### src/rtl/ecpu_alu_issuer.sv
// ecpu_alu_issuer: initiator side of the ALU interface.
// Takes one request (opcode + four operands) over valid/ready, drives the ALU
// from registers, waits ALU_LAT edges, captures results and flags, and holds
// them on a valid/ready response port. One operation in flight at a time.
//
// Optional build macro: ECPU_ALU_STICKY_FLAGS_EN
//   defined   -> flag_over_sticky records any overflow until flag_clr
//   undefined -> flag_over_sticky tied low, flag_clr ignored
//
// Handshake semantics (both ports): a transfer happens on a rising clk edge
// where valid && ready are both high. The initiator holds valid and payload
// stable until that edge; ready may depend on state only, never on valid.
module ecpu_alu_issuer #(
  parameter int WIDTH   = 8,
  parameter int OPW     = 8,
  parameter int ALU_LAT = 1
) (
  input  logic             clk,
  input  logic             rst_n,
  input  logic             req_valid,
  output logic             req_ready,
  input  logic [OPW-1:0]   req_op,
  input  logic [WIDTH-1:0] req_a,
  input  logic [WIDTH-1:0] req_b,
  input  logic [WIDTH-1:0] req_c,
  input  logic [WIDTH-1:0] req_d,
  output logic [OPW-1:0]   alu_op,
  output logic [WIDTH-1:0] alu_p1,
  output logic [WIDTH-1:0] alu_p2,
  output logic [WIDTH-1:0] alu_p3,
  output logic [WIDTH-1:0] alu_p4,
  input  logic [WIDTH-1:0] alu_r1,
  input  logic [WIDTH-1:0] alu_r2,
  input  logic             alu_zero,
  input  logic             alu_over,
  output logic             rsp_valid,
  input  logic             rsp_ready,
  output logic [WIDTH-1:0] rsp_r1,
  output logic [WIDTH-1:0] rsp_r2,
  output logic             rsp_zero,
  output logic             rsp_over,
  output logic             busy,
  input  logic             flag_clr,
  output logic             flag_over_sticky
);

  // ALU latency must fit the 4-bit countdown and be at least one edge.
  if (ALU_LAT < 1 || ALU_LAT > 15) begin : g_bad_lat
    $error("ecpu_alu_issuer: ALU_LAT=%0d outside legal range 1..15", ALU_LAT);
  end

  localparam logic [3:0] CNT_LOAD = 4'(ALU_LAT - 1);

  typedef enum logic [1:0] {
    ST_IDLE = 2'd0,
    ST_EXEC = 2'd1,
    ST_RESP = 2'd2
  } state_e;

  state_e           state_q, state_d;
  logic [3:0]       cnt_q, cnt_d;
  logic [OPW-1:0]   alu_op_q, alu_op_d;
  logic [WIDTH-1:0] alu_p1_q, alu_p1_d;
  logic [WIDTH-1:0] alu_p2_q, alu_p2_d;
  logic [WIDTH-1:0] alu_p3_q, alu_p3_d;
  logic [WIDTH-1:0] alu_p4_q, alu_p4_d;
  logic [WIDTH-1:0] rsp_r1_q, rsp_r1_d;
  logic [WIDTH-1:0] rsp_r2_q, rsp_r2_d;
  logic             rsp_zero_q, rsp_zero_d;
  logic             rsp_over_q, rsp_over_d;
  logic             exec_done;

  // Last EXEC cycle: ALU outputs are valid and get sampled at this edge.
  assign exec_done = (state_q == ST_EXEC) && (cnt_q == 4'd0);

  // Next-state and datapath load decisions; every _d defaults to hold.
  always_comb begin
    state_d    = state_q;
    cnt_d      = cnt_q;
    alu_op_d   = alu_op_q;
    alu_p1_d   = alu_p1_q;
    alu_p2_d   = alu_p2_q;
    alu_p3_d   = alu_p3_q;
    alu_p4_d   = alu_p4_q;
    rsp_r1_d   = rsp_r1_q;
    rsp_r2_d   = rsp_r2_q;
    rsp_zero_d = rsp_zero_q;
    rsp_over_d = rsp_over_q;
    case (state_q)
      ST_IDLE: begin
        if (req_valid) begin
          alu_op_d = req_op;
          alu_p1_d = req_a;
          alu_p2_d = req_b;
          alu_p3_d = req_c;
          alu_p4_d = req_d;
          cnt_d    = CNT_LOAD;
          state_d  = ST_EXEC;
        end
      end
      ST_EXEC: begin
        if (exec_done) begin
          rsp_r1_d   = alu_r1;
          rsp_r2_d   = alu_r2;
          rsp_zero_d = alu_zero;
          rsp_over_d = alu_over;
          state_d    = ST_RESP;
        end else begin
          cnt_d = cnt_q - 4'd1;
        end
      end
      ST_RESP: begin
        if (rsp_ready) begin
          state_d = ST_IDLE;
        end
      end
      default: state_d = ST_IDLE;
    endcase
  end

  // State, operand and response registers; reset aborts any operation.
  always_ff @(posedge clk or negedge rst_n) begin
    if (!rst_n) begin
      state_q    <= ST_IDLE;
      cnt_q      <= 4'd0;
      alu_op_q   <= '0;
      alu_p1_q   <= '0;
      alu_p2_q   <= '0;
      alu_p3_q   <= '0;
      alu_p4_q   <= '0;
      rsp_r1_q   <= '0;
      rsp_r2_q   <= '0;
      rsp_zero_q <= 1'b0;
      rsp_over_q <= 1'b0;
    end else begin
      state_q    <= state_d;
      cnt_q      <= cnt_d;
      alu_op_q   <= alu_op_d;
      alu_p1_q   <= alu_p1_d;
      alu_p2_q   <= alu_p2_d;
      alu_p3_q   <= alu_p3_d;
      alu_p4_q   <= alu_p4_d;
      rsp_r1_q   <= rsp_r1_d;
      rsp_r2_q   <= rsp_r2_d;
      rsp_zero_q <= rsp_zero_d;
      rsp_over_q <= rsp_over_d;
    end
  end

`ifdef ECPU_ALU_STICKY_FLAGS_EN
  logic flag_sticky_q, flag_sticky_d;

  // Sticky overflow: clear request first, a same-cycle overflow sample wins.
  always_comb begin
    flag_sticky_d = flag_sticky_q;
    if (flag_clr) flag_sticky_d = 1'b0;
    if (exec_done && alu_over) flag_sticky_d = 1'b1;
  end

  // Sticky overflow register.
  always_ff @(posedge clk or negedge rst_n) begin
    if (!rst_n) flag_sticky_q <= 1'b0;
    else        flag_sticky_q <= flag_sticky_d;
  end

  assign flag_over_sticky = flag_sticky_q;
`else
  logic unused_flag_clr;
  assign unused_flag_clr  = flag_clr;
  assign flag_over_sticky = 1'b0;
`endif

  assign req_ready = (state_q == ST_IDLE);
  assign busy      = (state_q != ST_IDLE);
  assign rsp_valid = (state_q == ST_RESP);
  assign alu_op    = alu_op_q;
  assign alu_p1    = alu_p1_q;
  assign alu_p2    = alu_p2_q;
  assign alu_p3    = alu_p3_q;
  assign alu_p4    = alu_p4_q;
  assign rsp_r1    = rsp_r1_q;
  assign rsp_r2    = rsp_r2_q;
  assign rsp_zero  = rsp_zero_q;
  assign rsp_over  = rsp_over_q;

endmodule

### config.mk
export PLATFORM = sky130hd
export DESIGN_NAME = ecpu_alu_issuer
export DESIGN_NICKNAME = d
export VERILOG_FILES = /design/src/rtl/ecpu_alu_issuer.sv
export SDC_FILE = /design/constraint.sdc
export NUM_CORES = 1
export LEC_CHECK = 0
export BUFFER_PORTS_ARGS = -buffer_cell sky130_fd_sc_hd__buf_4
export CAP_MARGIN = 30
export CORE_ASPECT_RATIO = 0.75
export CORE_MARGIN = 2
export CORE_UTILIZATION = 50
export CTS_CLUSTER_SIZE = 25
export DETAILED_ROUTE_END_ITERATION = 8
export MAX_ROUTING_LAYER = met4
export PLACE_DENSITY = 0.81
export SLEW_MARGIN = 20
export SYNTH_ARGS = -nofsm -noshare
export SYNTH_HDL_FRONTEND = slang
export SYNTH_SLANG_ARGS = --single-unit
### constraint.sdc
create_clock -name clk -period 4.3 [get_ports clk]
set_clock_uncertainty 0.15 [all_clocks]
set_input_delay 0.86 -clock clk [delete_from_list [all_inputs] [get_ports clk]]
set_output_delay 0.86 -clock clk [all_outputs]
set_load 0.02 [all_outputs]
==> run metrics, run 1 <==
met3 wire len=420 um; final setup violation count=0; Max stage delay cell, worst path=nand3b_1; CP Buf/Inv Count=2; Inst Count DP=351; Comb pwr share=0.516; I/O pins=between 100 and 150; Post-Route M1 WL=roughly 2600 um; final cycle utilization of the critical path=0.546; Hold Buf Count CTS=0; first-pass GRT wire length=a little under 9000 um; sequential share of power=0.335; initial antenna violation count=0; Slew Limit Fails=0; clk_lat worst skew=0.33 ns; Synth Instances=about 160; Synth top area share=0.576; post-placement worst setup slack=2.00 ns; fin area=just under 4000 um2; post-route ant nets=0; Longest Clk Path Bufs=2; RSZ-0062 raised after global routing=no; Final Hold Vio Count=0; top cell family by delay on the critical path=simple AND/OR/NAND/NOR gates; fillers=391; routed vias=1740; post-synth cell types=30; Port-buffer cells=122; total power=3.27 mW; maximum vdd drop=around 0.43 mV; Worst-Margin Slew=0.774 ns; max cap viols=0; Synth area leader=dfrtp_1; routability cong.=0.749; Vias/cell=4.75; drt drc=0; met2 WL post-DR=2600 um; syn_area_per_cell=17.2 um2; #FFs+latches synth=64; sw power=between 1 and 1.5 mW; outcome=finished clean; crit-path max FO=13; Detailed Routing Iterations Pass 1=4; proportion of layout cells with a drive suffix above 1=0.694; pin count of the biggest net entering global routing=65; Arrival @ worst endpoint=2.41 ns; Nets=351; Internal=2.11 mW; Final Core Density=0.720; Setup Buffers After CTS=0; Critical Path Max Stage Delay=approximately 0.43 ns; multi-input gate area in the final layout=~1000 um2; Num CTS Buffers=9; dominant cells by area after synthesis=dfrtp_1, mux2_4, mux2_2; WS Path Type=reg2reg; DP Wirelength=about 4000 um; CP Capture Type=flop; total grt overflow=0; GRT Overall Usage=0.194; Max Used Layer=met4; Worst Path Required=4.36 ns; final worst slack=1.95 ns; Post-Layout Cell Count=about 370; mapped cell area=2780 um2; core area=approximately 5400 um2; Fmax=426 MHz; DIE HEIGHT=a little under 70 um; CTS tree=yes; Clock Pin Slew Worst Setup and Hold Paths=0.07 ns; antenna cells=0; Hold Slack=0.359 ns; # H-tree levels=3; post_cts resized=0; Starting DRT DRC Count=51; Leak=1.98 nW; min Tclk post-route=2.35 ns; crit-path cells=inv_1, ha_1, nor3b_2, nand3b_1, buf_8, mux2_4; CP startpoint kind=flop; Layout area overhead=38.7%; FP Rows=23; pwr dens=849 nW/um2; Initial Util=0.519; Sum Neg Setup Slack=0 ns; Clock Sinks=between 60 and 70; WL/cell=15.4 um; placed cell area=between 3000 and 4000 um2; sw frac=0.356; DRT Wirelength=5650 um; max_slew headroom=0.484; worst hold path class=reg2reg; FF+latch area=1600 um2; Post-Syn Nets=226; clock power share=0.149; sequential element share of the synthesized area=0.576; root buffer cell=clkbuf_8; Die Area=around 6200 um2; chip width=between 90 and 100 um; vias in the first global route=1805; Ys Warns=0
## layer usage
metal,track usage,vias up
met5,-,-
met1,0.245,840
met4,0.0750,0
li1,-,811
met3,0.0663,8
met2,0.295,81
## placed cells by master (no fill, tap or decap)
cell type    n
nand3b_1     1
clkinv_2     3
nor3_1       2
a22o_1       1
buf_4      122
o21ai_0      2
bufinv_16    1
nand3_1      2
conb_1       1
and2_1       1
mux2_4      48
or4b_2       1
inv_2        1
a311o_1      1
a21o_1       1
and2b_1      1
nor3b_2      1
buf_8        1
dfrtp_1     64
or2_4        1
o21bai_1     1
nor2_1       1
and2_4       1
and3_1       1
or2b_1       1
clkbuf_1     1
clkbuf_8    10
inv_1        3
and4bb_2     1
ha_1         1
nand2_1      3
mux2_2      11
## power by group through the flow
stage / Sequential [mW] / Combinational (mW) / Clock [mW]
4_1_cts: 1.10 / 1.71 / 0.505
6_report: 1.10 / 1.69 / 0.486
3_5_place_dp: 1.10 / 1.70 / 0
3_3_place_gp: 1.09 / 1.67 / 0
5_1_grt: 1.14 / 1.78 / 0.526
2_1_floorplan: 1.42 / 0.795 / 0
## area by class of cell
type	instances	share of cell area
clock inverter	4	0.0117
timing repair buffer	123	0.241
sequential	64	0.415
multi-input combinational	85	0.266
clock buffer	11	0.0367
tap	75	0.0243
inverter	4	0.00389
## state kept, by name, indices dropped and copies added (netlist names)
name / count
rsp_r2: 8
rsp_zero: 1
alu_p3: 8
alu_op: 8
alu_p4: 8
alu_p1: 8
rsp_over: 1
cnt_q: 4
rsp_r1: 8
state_q: 2
alu_p2: 8
## final timing paths
kind	end	depth (start not counted)	startpoint	slack [ns]
min reg2reg	alu_op[6]$_DFFE_PN0P_	1	alu_op[6]$_DFFE_PN0P_	0.36
max in group asynchronous	alu_p3[1]$_DFFE_PN0P_	1	rst_n	3.03
max reg2reg	rsp_r1[3]$_DFFE_PN0P_	6	cnt_q[0]$_DFFE_PN0P_	1.95
min	alu_op[6]$_DFFE_PN0P_	1	alu_op[6]$_DFFE_PN0P_	0.36
min in group asynchronous	alu_p1[0]$_DFFE_PN0P_	1	rst_n	0.46
max	rsp_r1[3]$_DFFE_PN0P_	6	cnt_q[0]$_DFFE_PN0P_	1.95
## synthesized netlist by cell type
cell type / n
ha_1: 1
nor3_1: 2
buf_6: 2
and4bb_2: 1
buf_12: 5
nand3b_1: 1
dfrtp_1: 64
a21o_1: 1
and2b_1: 1
o21bai_1: 1
mux2_2: 11
a22o_1: 1
mux2_4: 48
buf_4: 1
nor3b_2: 1
or2_4: 1
inv_1: 3
nand2_1: 3
nor2_1: 1
and3_1: 1
o21ai_0: 2
inv_2: 1
a311o_1: 1
buf_2: 1
and2_1: 1
or2b_1: 1
conb_1: 1
or4b_2: 1
nand3_1: 2
and2_4: 1
## cells by family after synthesis
logic type | count (synthesis) | synth area share
DFF | 64 | 0.576
muxes | 59 | 0.304
and+or+nand+nor | 18 | 0.0441
buffers and inverters | 13 | 0.0540
AOI/OAI and AO/OA | 6 | 0.0158
adders and majority gates | 1 | 0.00450
other | 1 | 0.00135
Power figures use the tool's default switching activity.
==> run 2, diff against run 1 <==
Settings changed: CORE_UTILIZATION 50 to 42, PLACE_DENSITY 0.81 to 0.72.
Clock period 4.3 ns to 2.1 ns, I/O delays scaled along.
==> run 2 against run 1 <==
  * Die area increased by 18%
  * Via count grew 1.1%
  * Power up 110%
  * First-iteration DRC count shrank 18%
  * Hold slack lost 0.23 ns
  * Highest routed layer unchanged
  * Worst setup slack lost 1.8 ns
==> run metrics, run 2 (synthesis results as in run 1) <==
post-route ant nets=0 (unchanged); pin count of the biggest net entering global routing=35 (-46%); FP Rows=25 (+8.7%); drt drc=0 (unchanged); GRT Overall Usage=0.169 (-0.0254); Layout area overhead=44.4%; antenna cells=0 (unchanged); Die Area=7290 um2 (+18%); maximum vdd drop=0.760 mV (+76%); CP startpoint kind=flop; Clock Sinks=64 (unchanged); flop-to-flop setup slack=0.12 ns (-1.83 ns); clk_lat worst skew=0.33 ns (about the same); Arrival @ worst endpoint=2.04 ns (-0.37 ns); Comb pwr share=0.509 (-0.007); DP Wirelength=4230 um (+5.4%); proportion of layout cells with a drive suffix above 1=0.697 (+0.00251); routability cong.=0.819 (+9.3%); sequential share of power=0.319 (-0.016); core area=6350 um2 (+19%); Leak=2.05 nW (+3.6%); initial antenna violation count=0 (unchanged); Port-buffer cells=122 (unchanged); Worst Path Required=2.16 ns (-2.20 ns); first-pass GRT wire length=9060 um (+3.4%); pwr dens=1750 nW/um2 (+110%); Internal=4.60 mW (+120%); total grt overflow=0 (unchanged); sw frac=0.344 (-0.0127); Final Hold Vio Count=0 (unchanged); commonest non-fill, non-tap cell in the layout=buf_4; DRT Wirelength=5730 um (+1.3%); Num CTS Buffers=9 (unchanged); Sum Neg Setup Slack=0 ns (unchanged); RSZ-0062 raised after global routing=no; most frequent cells in the layout=buf_4, dfrtp_1, mux2_4, clkbuf_8, mux2_2; WL/cell=15.0 um (-2.7%); final cycle utilization of the critical path=0.942 (+0.396); Fmax=505 MHz (+19%); routed vias=1759 (+1.1%); root buffer cell=clkbuf_8; Longest Clk Path Bufs=2 (unchanged); Detailed Routing Iterations Pass 1=4 (unchanged); Vias/cell=4.62 (-2.9%); placed cell area=3770 um2 (+2.8%); chip width=97.9 um (+8.7%); WS Path Type=reg2reg; max cap viols=0 (unchanged); Clock Pin Slew Worst Setup and Hold Paths=0.06 ns (about the same); sw power=2.41 mW (+110%); Slew Limit Fails=0 (unchanged); # H-tree levels=3 (unchanged); Starting DRT DRC Count=42 (-18%); CTS tree=yes; fillers=480 (+23%); min Tclk post-route=1.98 ns (-0.369 ns); final setup violation count=0 (unchanged); outcome=finished clean; post_cts resized=0 (unchanged); clock power share=0.172 (+0.023); vias in the first global route=1781 (-1.3%); I/O pins=125 (unchanged); fin area=4010 um2 (+4.1%); Nets=359 (+2.3%); total power=7.01 mW (+110%); CP Capture Type=flop; Hold Slack=0.128 ns (-0.230 ns); DIE HEIGHT=74.4 um (+8.6%); crit-path max FO=14 (+1); worst hold path class=in2reg; Initial Util=0.438 (-0.0815)
==> run 2: per-stage QoR <==
stage / instances / util / setup slack (ns)
floorplan: 162 / - / 0.281
global placement: 364 / 0.594 / 0.220
detailed placement: 364 / 0.594 / 0.144
CTS: 381 / 0.632 / 0.139
global route: 381 / 0.632 / 0.0266
finish: 381 / 0.632 / 0.122
==> run 2: power by group through the flow <==
stage | combinational (mW) | sequential (mW) | clock [mW]
2_1_floorplan | 1.63 | 2.92 | 0
3_3_place_gp | 3.55 | 2.22 | 0
3_5_place_dp | 3.60 | 2.24 | 0
4_1_cts | 3.61 | 2.24 | 1.24
5_1_grt | 3.76 | 2.32 | 1.30
6_report | 3.57 | 2.24 | 1.21
==> run 2: repair_timing <==
| item | in CTS | in global routing |
|---|---|---|
| endpoints found under the hold margin | 30 | 0 |
| hold buffers | 1 | 0 |
| buffers inserted | 0 | 0 |
==> run 2: routing by layer <==
layer / up-vias / GRT usage / share of wire
met1: 841 / 0.234 / 0.47
met4: 0 / 0.0417 / 0.0072
met2: 82 / 0.230 / 0.43
met3: 6 / 0.0686 / 0.086
met5: - / - / 0
li1: 830 / - / -
==> run 2: worst paths after layout <==
path	start	end	cells past startpoint
worst max-delay path	cnt_q[0]$_DFFE_PN0P_	rsp_r2[6]$_DFFE_PN0P_	6
worst min-delay path	rsp_ready	state_q[1]$_DFFE_PN0P_	2
worst max register to register	cnt_q[0]$_DFFE_PN0P_	rsp_r2[6]$_DFFE_PN0P_	6
worst min register to register	rsp_zero$_DFFE_PN0P_	rsp_zero$_DFFE_PN0P_	1
max in group asynchronous	rst_n	alu_p1[2]$_DFFE_PN0P_	3
min in group asynchronous	rst_n	alu_op[4]$_DFFE_PN0P_	2
==> run 2: worst max-delay path, cell delays in order, from the launching register on <==
cell and delay (ns):
dfrtp_1 0.40, inv_1 0.08, ha_1 0.20, nor3b_2 0.31
nand3b_1 0.21, buf_12 0.21, mux2_4 0.29
==> run 2: cell type report <==
cell class	instances	area (um2)	area share
tap	81	101	0.0252
inverter	4	15.0	0.00374
clock inverter	2	60.1	0.0150
clock buffer	14	173	0.0430
sequential	64	1600	0.399
timing repair buffer	131	1040	0.258
multi-input combinational	85	1030	0.256
==> run 3, diff against run 2 <==
Settings changed: BUFFER_PORTS_ARGS -buffer_cell sky130_fd_sc_hd__buf_4 to -buffer_cell sky130_fd_sc_hd__buf_2.
==> run 3 against run 2 <==
  * Power down 5.2%
  * Sequential power down 2%
  * Fmax down 0.48%
  * Sequential cell count unchanged
  * Highest routed layer unchanged
==> run metrics, run 3 (synthesis results as in run 1) <==
RSZ-0062 raised after global routing=no; Internal=4.26 mW (-7.5%); final setup violation count=0 (unchanged); sw power=2.39 mW (-0.81%); # H-tree levels=3 (unchanged); commonest non-fill, non-tap cell in the layout=buf_2; Port-buffer cells=122 (unchanged); WS Path Type=reg2reg; core area=6350 um2 (unchanged); pin count of the biggest net entering global routing=31 (-11%); I/O pins=125 (unchanged); Die Area=7290 um2 (unchanged); fillers=518 (+7.9%); FP Rows=25 (unchanged); post-placement worst setup slack=0.158 ns (+0.0140 ns); DIE HEIGHT=74.4 um (unchanged); DP Wirelength=4070 um (-3.7%); Comb pwr share=0.480 (-0.029); chip width=97.9 um (unchanged); final worst slack=0.112 ns (-0.00957 ns); Worst Path Required=2.16 ns (about the same); Setup Buffers After CTS=0 (unchanged); sw frac=0.359 (+0.0158); total power=6.65 mW (-5.2%); post_cts resized=0 (unchanged); total grt overflow=0 (unchanged); root buffer cell=clkbuf_8; Vias/cell=4.64 (+0.53%); Hold Slack=0.143 ns (+0.0142 ns); CP startpoint kind=flop; clk_lat worst skew=0.33 ns (about the same); Num CTS Buffers=9 (unchanged); antenna cells=0 (unchanged); routability cong.=0.832 (+1.7%); final cycle utilization of the critical path=0.947 (+0.00456); Sum Neg Setup Slack=0 ns (unchanged); max_slew headroom=0.654; Final Core Density=0.586 (-0.0463); Clock Pin Slew Worst Setup and Hold Paths=0.06 ns (about the same); flop-to-flop setup slack=0.11 ns (about the same); Detailed Routing Iterations Pass 1=4 (unchanged); maximum vdd drop=0.857 mV (+13%); Worst-Margin Slew=0.519 ns; crit-path max FO=14 (unchanged); worst hold path class=in2reg; outcome=finished clean; GRT Overall Usage=0.162 (-0.00633); Nets=360 (+0.28%); Final Hold Vio Count=0 (unchanged); Layout area overhead=33.9%; drt drc=0 (unchanged); Initial Util=0.438 (unchanged); initial antenna violation count=0 (unchanged); min Tclk post-route=1.99 ns (+0.00957 ns); post-route ant nets=0 (unchanged); clock power share=0.188 (+0.016); Starting DRT DRC Count=36 (-14%); routed vias=1773 (+0.80%); Slew Limit Fails=0 (unchanged); sequential share of power=0.331 (+0.012); CTS tree=yes; pwr dens=1790 nW/um2 (+2.3%); Arrival @ worst endpoint=2.05 ns (about the same); CP Capture Type=flop; first-pass GRT wire length=8740 um (-3.6%); Longest Clk Path Bufs=2 (unchanged); Leak=1.94 nW (-5.2%); DRT Wirelength=5550 um (-3.1%); proportion of layout cells with a drive suffix above 1=0.698 (+0.00101); max cap viols=0 (unchanged); WL/cell=14.5 um (-3.3%); Clock Sinks=64 (unchanged); Fmax=503 MHz (-0.48%); most frequent cells in the layout=buf_2, dfrtp_1, mux2_4, mux2_2, clkbuf_8; vias in the first global route=1741 (-2.2%)
[run 3: layout make-up]
| type | count | area (um2) | area share |
|---|---|---|---|
| inverter | 4 | 15.0 | 0.00404 |
| timing repair buffer | 132 | 738 | 0.198 |
| clock buffer | 11 | 131 | 0.0353 |
| multi-input combinational | 85 | 1030 | 0.276 |
| clock inverter | 5 | 105 | 0.0283 |
| tap | 81 | 101 | 0.0272 |
| sequential | 64 | 1600 | 0.431 |
[run 3: per-stage QoR]
step | instances | cell area (um2)
after floorplan | 162 | 2780
after global placement | 365 | 3470
after detailed placement | 365 | 3470
after CTS | 382 | 3720
after global routing | 382 | 3720
final | 382 | 3720
[run 3: timing repair]
item                                    in CTS  in global routing
hold buffers                                 1                  0
endpoints found under the setup margin       0                  0
endpoints found under the hold margin       21                  0
[run 3: power groups by stage]
stage               registers (mW)  logic, mW  clock network (mW)
finish                        2.20       3.19                1.25
detailed placement            2.21       3.22                   0
CTS                           2.20       3.23                1.29
global route                  2.29       3.39                1.35
global placement              2.17       3.18                   0
floorplan                     2.92       1.63                   0
[run 3: routing by layer]
| metal | track usage | share of wire | up-vias |
|---|---|---|---|
| li1 | - | - | 827 |
| met1 | 0.219 | 0.45 | 855 |
| met2 | 0.231 | 0.45 | 83 |
| met3 | 0.0545 | 0.086 | 8 |
| met4 | 0.0556 | 0.0094 | 0 |
| met5 | - | 0 | - |
[run 3: worst paths after layout]
kind	start	to	cells after the start
min	rsp_ready	state_q[1]$_DFFE_PN0P_	2
min reg2reg	rsp_over$_DFFE_PN0P_	rsp_over$_DFFE_PN0P_	1
max reg2reg	cnt_q[0]$_DFFE_PN0P_	rsp_r1[0]$_DFFE_PN0P_	6
max in group asynchronous	rst_n	rsp_r2[0]$_DFFE_PN0P_	3
max	cnt_q[0]$_DFFE_PN0P_	rsp_r1[0]$_DFFE_PN0P_	6
min in group asynchronous	rst_n	alu_op[1]$_DFFE_PN0P_	2
[run 3: critical path, stage by stage (launching register included)]
cell and delay, ns:
dfrtp_1 0.41, inv_1 0.11, ha_1 0.20, nor3b_2 0.32
nand3b_1 0.19, buf_12 0.20, mux2_4 0.29
